`src/rtl/mem_bus_ctrl.sv`:
```
// mem_bus_ctrl
//   Memory bus controller between the CPU control FSM and the memory system.
//   A request (mem_cmd/mem_addr/mem_wdata) is sampled once, in IDLE, and is
//   steered to a synchronous single-port RAM or to memory-mapped I/O
//   (LED output register, switch inputs). Completion is signalled by a
//   one-cycle mem_ready strobe; mem_err accompanies it for unmapped or
//   illegal accesses.
//
// Ports
//   clk        in   clock, all state changes on the rising edge
//   reset      in   synchronous active-high reset
//   mem_cmd    in   2'b00 none, 2'b10 read, 2'b01 write, 2'b11 illegal
//   mem_addr   in   request address
//   mem_wdata  in   request write data
//   mem_rdata  out  registered read data, held until the next completed read
//   mem_ready  out  one-cycle completion strobe
//   mem_err    out  one-cycle error strobe, coincident with mem_ready
//   ram_addr   out  registered RAM word address
//   ram_din    out  registered RAM write data
//   ram_we     out  registered RAM write enable
//   ram_dout   in   RAM read data, valid RAM_LAT edges after ram_addr settles
//   sw_in      in   switch inputs
//   led_out    out  LED register

module mem_bus_ctrl #(
  parameter int                ADDR_W   = 9,
  parameter int                DATA_W   = 16,
  parameter int                RAM_LAT  = 1,
  parameter logic [ADDR_W-1:0] LED_ADDR = 9'h100,
  parameter logic [ADDR_W-1:0] SW_ADDR  = 9'h140
) (
  input  logic              clk,
  input  logic              reset,
  input  logic [1:0]        mem_cmd,
  input  logic [ADDR_W-1:0] mem_addr,
  input  logic [DATA_W-1:0] mem_wdata,
  output logic [DATA_W-1:0] mem_rdata,
  output logic              mem_ready,
  output logic              mem_err,
  output logic [ADDR_W-2:0] ram_addr,
  output logic [DATA_W-1:0] ram_din,
  output logic              ram_we,
  input  logic [DATA_W-1:0] ram_dout,
  input  logic [7:0]        sw_in,
  output logic [7:0]        led_out
);

  localparam logic [1:0] CMD_NONE = 2'b00;
  localparam logic [1:0] CMD_RD   = 2'b10;
  localparam logic [1:0] CMD_WR   = 2'b01;
  localparam logic [1:0] CMD_ILL  = 2'b11;

  // RAM_LAT is limited to 1..7, so three bits always hold the wait count.
  localparam int CNT_W = 3;

  typedef enum logic [1:0] {
    IDLE    = 2'd0,
    RD_WAIT = 2'd1,
    WR      = 2'd2,
    DONE    = 2'd3
  } state_t;

  state_t            state_reg;
  state_t            state_next;
  logic [CNT_W-1:0]  cnt_reg;
  logic              err_reg;
  logic [DATA_W-1:0] rdata_reg;
  logic [ADDR_W-2:0] ram_addr_reg;
  logic [DATA_W-1:0] ram_din_reg;
  logic              ram_we_reg;
  logic [7:0]        led_reg;

  // Address decode: the lower half of the address space is RAM, two single
  // words in the upper half are I/O, everything else is unmapped.
  logic is_ram;
  logic is_led;
  logic is_sw;

  assign is_ram = ~mem_addr[ADDR_W-1];
  assign is_led = (mem_addr == LED_ADDR);
  assign is_sw  = (mem_addr == SW_ADDR);

  // ---------------------------------------------------------------------
  // State register
  // ---------------------------------------------------------------------
  always_ff @(posedge clk) begin
    if (reset) begin
      state_reg <= IDLE;
    end else begin
      state_reg <= state_next;
    end
  end

  // ---------------------------------------------------------------------
  // Next-state logic
  // ---------------------------------------------------------------------
  always_comb begin
    state_next = state_reg;
    case (state_reg)
      IDLE: begin
        if (mem_cmd != CMD_NONE) begin
          if (mem_cmd == CMD_RD && is_ram) begin
            state_next = RD_WAIT;
          end else if (mem_cmd == CMD_WR && is_ram) begin
            state_next = WR;
          end else begin
            // I/O, unmapped and illegal accesses all finish immediately.
            state_next = DONE;
          end
        end
      end
      RD_WAIT: begin
        if (cnt_reg == '0) begin
          state_next = DONE;
        end
      end
      WR:      state_next = DONE;
      // DONE never accepts a request, which keeps mem_ready from being
      // high on two consecutive cycles.
      DONE:    state_next = IDLE;
      default: state_next = IDLE;
    endcase
  end

  // ---------------------------------------------------------------------
  // FSM outputs
  // ---------------------------------------------------------------------
  always_comb begin
    mem_ready = 1'b0;
    mem_err   = 1'b0;
    if (state_reg == DONE) begin
      mem_ready = 1'b1;
      mem_err   = err_reg;
    end
  end

  // ---------------------------------------------------------------------
  // Datapath registers: request capture, wait counter, read data, I/O
  // ---------------------------------------------------------------------
  always_ff @(posedge clk) begin
    if (reset) begin
      cnt_reg      <= '0;
      err_reg      <= 1'b0;
      rdata_reg    <= '0;
      ram_addr_reg <= '0;
      ram_din_reg  <= '0;
      ram_we_reg   <= 1'b0;
      led_reg      <= '0;
    end else begin
      case (state_reg)
        IDLE: begin
          case (mem_cmd)
            CMD_RD: begin
              if (is_ram) begin
                ram_addr_reg <= mem_addr[ADDR_W-2:0];
                cnt_reg      <= CNT_W'(RAM_LAT);
              end else if (is_led || is_sw) begin
                // Every I/O read returns the switches, zero-extended.
                rdata_reg <= DATA_W'(sw_in);
              end else begin
                rdata_reg <= '0;
                err_reg   <= 1'b1;
              end
            end
            CMD_WR: begin
              if (is_ram) begin
                ram_addr_reg <= mem_addr[ADDR_W-2:0];
                ram_din_reg  <= mem_wdata;
                ram_we_reg   <= 1'b1;
              end else if (is_led) begin
                led_reg <= mem_wdata[7:0];
              end else if (!is_sw) begin
                // Writes to the switch address are silently dropped;
                // anything else outside RAM/I/O is an error.
                err_reg <= 1'b1;
              end
            end
            CMD_ILL: begin
              err_reg <= 1'b1;
            end
            default: begin
            end
          endcase
        end
        RD_WAIT: begin
          // ram_addr_reg is untouched here, so the RAM sees a stable
          // address for the whole wait.
          if (cnt_reg != '0) begin
            cnt_reg <= cnt_reg - 1'b1;
          end else begin
            rdata_reg <= ram_dout;
          end
        end
        WR: begin
          ram_we_reg <= 1'b0;
        end
        DONE: begin
          err_reg <= 1'b0;
        end
        default: begin
        end
      endcase
    end
  end

  assign mem_rdata = rdata_reg;
  assign ram_addr  = ram_addr_reg;
  assign ram_din   = ram_din_reg;
  assign ram_we    = ram_we_reg;
  assign led_out   = led_reg;

endmodule

```
`config.mk`:
```
export PLATFORM = sky130hd
export DESIGN_NAME = mem_bus_ctrl
export DESIGN_NICKNAME = d
export VERILOG_FILES = /design/src/rtl/mem_bus_ctrl.sv
export SDC_FILE = /design/constraint.sdc
export NUM_CORES = 1
export LEC_CHECK = 0
export CAP_MARGIN = 20
export CELL_PAD_IN_SITES_DETAIL_PLACEMENT = 1
export CELL_PAD_IN_SITES_GLOBAL_PLACEMENT = 1
export CORE_MARGIN = 2
export CORE_UTILIZATION = 32
export DETAILED_ROUTE_END_ITERATION = 8
export GPL_ROUTABILITY_DRIVEN = 0
export GPL_TIMING_DRIVEN = 0
export PLACE_DENSITY_LB_ADDON = 0.1
export SYNTH_ARGS = -nofsm -noshare
export SYNTH_HDL_FRONTEND = slang
export SYNTH_SLANG_ARGS = --single-unit
```
`constraint.sdc`:
```
create_clock -name clk -period 3.7 [get_ports clk]
set_input_delay 0.74 -clock clk [delete_from_list [all_inputs] [get_ports clk]]
set_output_delay 0.74 -clock clk [all_outputs]
set_load 0.02 [all_outputs]
```
==> results of run 1 <==
[cells in the final DEF (no fill, tap or decap), types with 2 or more instances in the layout]
master,instances
clkbuf_8,5
dfxtp_1,55
clkbuf_1,15
a2bb2oi_1,2
a211oi_1,2
nand2_1,43
nor2_1,40
mux2i_1,19
ha_1,11
nor2b_1,2
a21oi_1,18
nand2b_1,3
and2_1,2
a22oi_1,9
a311oi_1,8
o21ai_0,12
a31oi_1,2
clkdlybuf4s50_1,102
inv_1,11
[worst paths after layout]
kind	start	endpoint	slack (ns)	depth (start not counted)
setup / recovery	mem_cmd[1]	ram_din[7]$_SDFFE_PP0P_	1.0	9
hold / removal	ram_din[11]$_SDFFE_PP0P_	ram_din[11]$_SDFFE_PP0P_	0.46	2
setup reg to reg	state_reg[0]$_SDFFE_PP0P_	err_reg$_SDFFE_PP0P_	1.47	7
hold reg to reg	ram_din[11]$_SDFFE_PP0P_	ram_din[11]$_SDFFE_PP0P_	0.46	2
[cell type report]
type,instances,area (sq um)
Fill cell,876,3606
Multi-Input combinational cell,191,1172
Sequential cell,55,1101
Timing Repair Buffer,102,1021
Tap cell,99,123.9
Clock buffer,6,72.57
Buffer,15,63.81
Inverter,11,41.29
Clock inverter,2,12.51
[cells by family after synthesis]
| logic type | count (synthesis) |
|---|---|
| AO/OA/AOI/OAI | 61 |
| XOR/XNOR | 1 |
| adder cells (fa/ha/maj) | 11 |
| buffers and inverters | 26 |
| flip-flops | 55 |
| multiplexers | 19 |
| AND/OR/NAND/NOR | 99 |
[synth_stat cells, drive strengths merged (2+ instances only)]
| library cell | n | area (sq um) |
|---|---|---|
| nor2 | 40 | 150.1 |
| a31oi | 2 | 12.51 |
| and2 | 2 | 12.51 |
| a21oi | 18 | 90.09 |
| a211oi | 2 | 15.01 |
| inv | 11 | 41.29 |
| ha | 11 | 137.6 |
| nand2 | 43 | 161.4 |
| a2bb2oi | 2 | 17.52 |
| dfxtp | 55 | 1101 |
| mux2i | 19 | 190.2 |
| a22oi | 9 | 67.56 |
| or4 | 2 | 18.77 |
| a311oi | 8 | 70.07 |
| o21ai | 12 | 60.06 |
| nand2b | 3 | 18.77 |
| nor2b | 2 | 12.51 |
| clkbuf | 14 | 52.55 |
[through the flow]
stage	cells	utilization	worst slack (ns)	total power [W]	area, sq um
final	481	0.5002	0.9978	0.001918	3608
after global routing	481	0.5002	0.7090	0.002056	3608
after CTS	481	0.5002	0.9261	0.001948	3608
after detailed placement	473	0.4884	0.6139	0.001607	3523
after global placement	473	0.4884	0.7341	0.001586	3523
after floorplan	272	-	1.441	0.001270	2379
[metal layers]
layer	wire length, um	up-vias	global-route usage
met1	3246	1097	0.2154
li1	-	1145	-
met3	355	5	0.04526
met4	44	0	0.03462
met2	3580	56	0.3246
met5	0	-	0
[report_power, final]
| group | total, W | switching, W | internal, W | leakage (nW) |
|---|---|---|---|---|
| Combinational | 0.000838 | 0.000468 | 0.000370 | 0.923 |
| Sequential | 0.000745 | 0.0000575 | 0.000687 | 0.447 |
| Clock | 0.000335 | 0.000202 | 0.000133 | 0.0412 |
| Total | 0.00192 | 0.000728 | 0.00119 | 1.41 |
[worst max-delay path: cells and delay by family]
kind                       cells  cell delay (ns)
adders and majority gates      1             0.20
and+or+nand+nor                3             0.58
AOI/OAI and AO/OA              1             0.15
buffers and inverters          4             1.27
==> qor.txt, run 1 <==
mux contribution to synthesized area = 0.07996
Mapped Nets = 336
Slew HR = 0.5237
Die Y = 90.22 um
first-pass GRT wire length = 11880 um
CP dominant cell by count = clkbuf_1
yosys warns = 0
Die W = 90.22 um
main combinational cell family by area after synthesis = simple AND/OR/NAND/NOR gates
TritonCTS buffer count = 5
slew at the pin closest to its max-slew limit = 0.7116 ns
VDD IR max = 0.2460 mV
clock buffer depth = 2
via count = 2303
Avg Cell Area, Syn = 8.745 sq um
Buffers on Ports = 102
Simple-Gate Fraction of Synth Area = 0.1825
most common flop cell mapped by yosys = dfxtp_1
Setup Skew = 0.007282 ns
TritonCTS clock tree = done
Leak = 1.411 nW
Synth cell types = 36
crit end category = flip-flop
RSZ-0062 raised after global routing = no
critical path cell sequence = clkdlybuf4s50_1 > inv_1 > ha_1 > nor2b_1 > and2_1 > clkbuf_1 > clkbuf_1 > nand2_1 > a21oi_1
antenna-violating nets left = 0
1st-iter DRT viols = 70
row cnt = 31
Die Outline Area = 8139 sq um
post-CTS setup repair buffer count = 0
grt ovf = 0
Root Driver = clkbuf_8
crit-path max cell delay = 0.46 ns
Clock transition at path regs = 0.10 ns
TritonCTS Sinks = 55
max-cap violation count = 0
H-tree levels = 2
fin crit period = 2.702 ns
Layout area overhead = 51.71%
Post-Syn Area = 2379 sq um
Clk Latency, worst-skew pair = 0.31 ns
Antenna diodes = 0
DRC viols = 0
CTS Hold Bufs = 0
IO Pins = 104
core area = 7214 sq um
final wirelength = 7226 um
setup TNS = 0 ns
adder-cell area share of the yosys netlist = 0.05786
final worst path period share = 0.7303
Hold/Removal Path Class = flip-flop to flip-flop
Post-synth EDFFs = 0
Initial Utilization = 0.3297
post-synthesis xor/xnor area fraction = 0.003682
Final Slew Violations = 0
PD cells = 531.5 nW/um^2
Critical-path top delay cell = clkdlybuf4s50_1
Post-DP HPWL = 5472 um
final setup violating endpoints = 0
worst path arrival time = 2.94 ns
Critical Path RT = 3.93 ns
peak fanout along the critical path = 10
initial antenna violation count = 0
fmax = 370.1 MHz
GRT Total Usage = 0.1794
layout cells sized above 1 = 0.03141
status = finished, final reports clean
Synth Area in Compound Gates = 0.1689
endpoints failing hold = 0
largest net degree at the start of global routing = 17
Nets = 445
vias in the first global route = 2433
Critical Setup Path Class = primary input to flip-flop
hold slack = 0.4607 ns
Pre-antenna DRT Iters = 4
Post-synth ARST share = 0
WL/cell = 15.02 um
detail-routed via count per cell = 4.788
CTS resizes = 0
#FFs+latches synth = 55
Worst setup SP type = primary input
register area share after synthesis = 0.4629
Mapped Cells = 272
(Power assumes the default switching activity.)
==> run 2: changes to the inputs <==
--- a/config.mk
+++ b/config.mk
@@ -9,7 +9,7 @@
 export CELL_PAD_IN_SITES_DETAIL_PLACEMENT = 1
 export CELL_PAD_IN_SITES_GLOBAL_PLACEMENT = 1
 export CORE_MARGIN = 2
-export CORE_UTILIZATION = 32
+export CORE_UTILIZATION = 30
 export DETAILED_ROUTE_END_ITERATION = 8
 export GPL_ROUTABILITY_DRIVEN = 0
 export GPL_TIMING_DRIVEN = 0
==> constraint.sdc (replaced) <==
create_clock -name clk -period 2.8 [get_ports clk]
set_input_delay 0.56 -clock clk [delete_from_list [all_inputs] [get_ports clk]]
set_output_delay 0.56 -clock clk [all_outputs]
set_load 0.02 [all_outputs]
==> run 2 against run 1 <==
Sequential power rose by 32%. Via count rose by 0.30%. Global-route usage fell by 0.98 points. Combinational power rose by 32%. Clock skew rose by 0.0019 ns. Clock power rose by 39%. Largest power group unchanged. Count of clock-buffer cells in the layout rose by 1. Hold slack barely moved. Core utilization fell by 2.9 points. Critical path depth did not move.
==> qor.txt, run 2 (same netlist as run 1, synthesis figures left out) <==
Initial Utilization = 0.3094
final setup violating endpoints = 0
largest net degree at the start of global routing = 17
Nets = 445
most frequent cells in the layout = clkdlybuf4s50_1 (102), dfxtp_1 (55), nand2_1 (43), nor2_1 (40), mux2i_1 (19)
Clk Latency, worst-skew pair = 0.31 ns
Pre-antenna DRT Iters = 4
DRC viols = 0
PD cells = 707.4 nW/um^2
fin area = 3622 sq um
Hold/Removal Path Class = flip-flop to flip-flop
Layout area overhead = 52.29%
Die Y = 93.04 um
area of the multi-input gates = 1172 sq um
worst path arrival time = 2.69 ns
first-pass GRT wire length = 11700 um
TritonCTS clock tree = done
fin crit period = 2.448 ns
layout cells sized above 1 = 0.03141
Critical-path top delay cell = clkdlybuf4s50_1
Critical Setup Path Class = primary input to flip-flop
core area = 7687 sq um
max-cap violation count = 0
final worst path period share = 0.8743
Root Driver = clkbuf_8
Die W = 93.04 um
antenna-violating nets left = 0
fill count = 928
Post-DP HPWL = 5513 um
endpoints failing hold = 0
TritonCTS buffer count = 5
Slew HR = 0.4787
Setup Skew = 0.009222 ns
FF/Latch Area = 1101 sq um
crit-path max cell delay = 0.44 ns
WL/cell = 14.68 um
VDD IR max = 0.2596 mV
most common cell after layout, fill and taps aside = clkdlybuf4s50_1
crit end category = flip-flop
clock buffer depth = 2
CP dominant cell by count = clkbuf_1
1st-iter DRT viols = 56
vias in the first global route = 2359
critical path cell sequence = clkdlybuf4s50_1 > inv_1 > ha_1 > nor2b_1 > and2_1 > clkbuf_1 > clkbuf_1 > nand2_1 > a21oi_1
Critical Path RT = 3.04 ns
CP Buf/Inv Count = 4
grt ovf = 0
Worst setup SP type = primary input
RSZ-0062 raised after global routing = no
H-tree levels = 2
Leak = 1.418 nW
final wirelength = 7106 um
Final Slew Violations = 0
Clock transition at path regs = 0.10 ns
initial antenna violation count = 0
GRT Total Usage = 0.1695
Die Outline Area = 8656 sq um
Buffers on Ports = 102
status = finished, final reports clean
slew at the pin closest to its max-slew limit = 0.7790 ns
row cnt = 32
post-CTS setup repair buffer count = 0
peak fanout along the critical path = 10
total power = 0.002562 W
TritonCTS Sinks = 55
via count = 2310
delay-heaviest family, CP = buffers and inverters
fmax = 408.5 MHz
CTS Hold Bufs = 0
CTS resizes = 0
Antenna diodes = 0
Placed Area = 3527 sq um
IO Pins = 104
detail-routed via count per cell = 4.773
## run 2: changes by cell type in the layout (fill, tap and decap cells not counted)
cell	before	now
clkbuf_8	5	6
clkinv_2	1	0
clkinv_4	0	1
clkinvlp_4	1	0
## run 2: cell type report
cell class,instances,area share
plain buffers,15,0.01762
multi-input cells,191,0.3237
inverters,11,0.01140
repair buffers,102,0.2819
clock inverters,1,0.002418
clock buffers,7,0.02383
well taps,102,0.03523
flip-flops and latches,55,0.3040
## run 2: final timing paths
kind,from,end,slack [ns],cells past startpoint
max,mem_cmd[1],ram_din[14]$_SDFFE_PP0P_,0.35,9
min,ram_din[7]$_SDFFE_PP0P_,ram_din[7]$_SDFFE_PP0P_,0.46,2
max reg2reg,state_reg[0]$_SDFFE_PP0P_,err_reg$_SDFFE_PP0P_,0.62,7
min reg2reg,ram_din[7]$_SDFFE_PP0P_,ram_din[7]$_SDFFE_PP0P_,0.46,2
## run 2: metrics by stage
| stage | utilization | hold WS [ns] | setup TNS [ns] | setup WS [ns] | cells |
|---|---|---|---|---|---|
| CTS | 0.4712 | 0.4644 | 0 | 0.3037 | 484 |
| global placement | 0.4588 | 0.4423 | 0 | 0.007359 | 476 |
| global route | 0.4712 | 0.4786 | 0 | 0.1121 | 484 |
| detailed placement | 0.4588 | 0.4496 | -0.06401 | -0.03969 | 476 |
| finish | 0.4712 | 0.4611 | 0 | 0.3521 | 484 |
| floorplan | - | 0.4604 | 0 | 0.7212 | 272 |
## run 2: routing by layer
layer / wire (um) / share of wire / track usage
met1: 3231 / 0.45 / 0.2143
met2: 3431 / 0.48 / 0.2911
met3: 368 / 0.052 / 0.04190
met4: 74 / 0.010 / 0.04044
met5: 0 / 0 / 0
## run 2: worst min-delay path: cells and delay by family (launching register included)
family | cells | cell delay (ns)
AND/OR/NAND/NOR | 1 | 0.05
AO/OA/AOI/OAI | 1 | 0.05
flip-flops | 1 | 0.32
## run 2: where the power goes
group	total (W)	switching, W	internal, W	leakage [nW]
registers	0.000985	0.0000766	0.000908	0.447
clock network	0.000464	0.000261	0.000203	0.0484
logic	0.00111	0.000623	0.000491	0.923
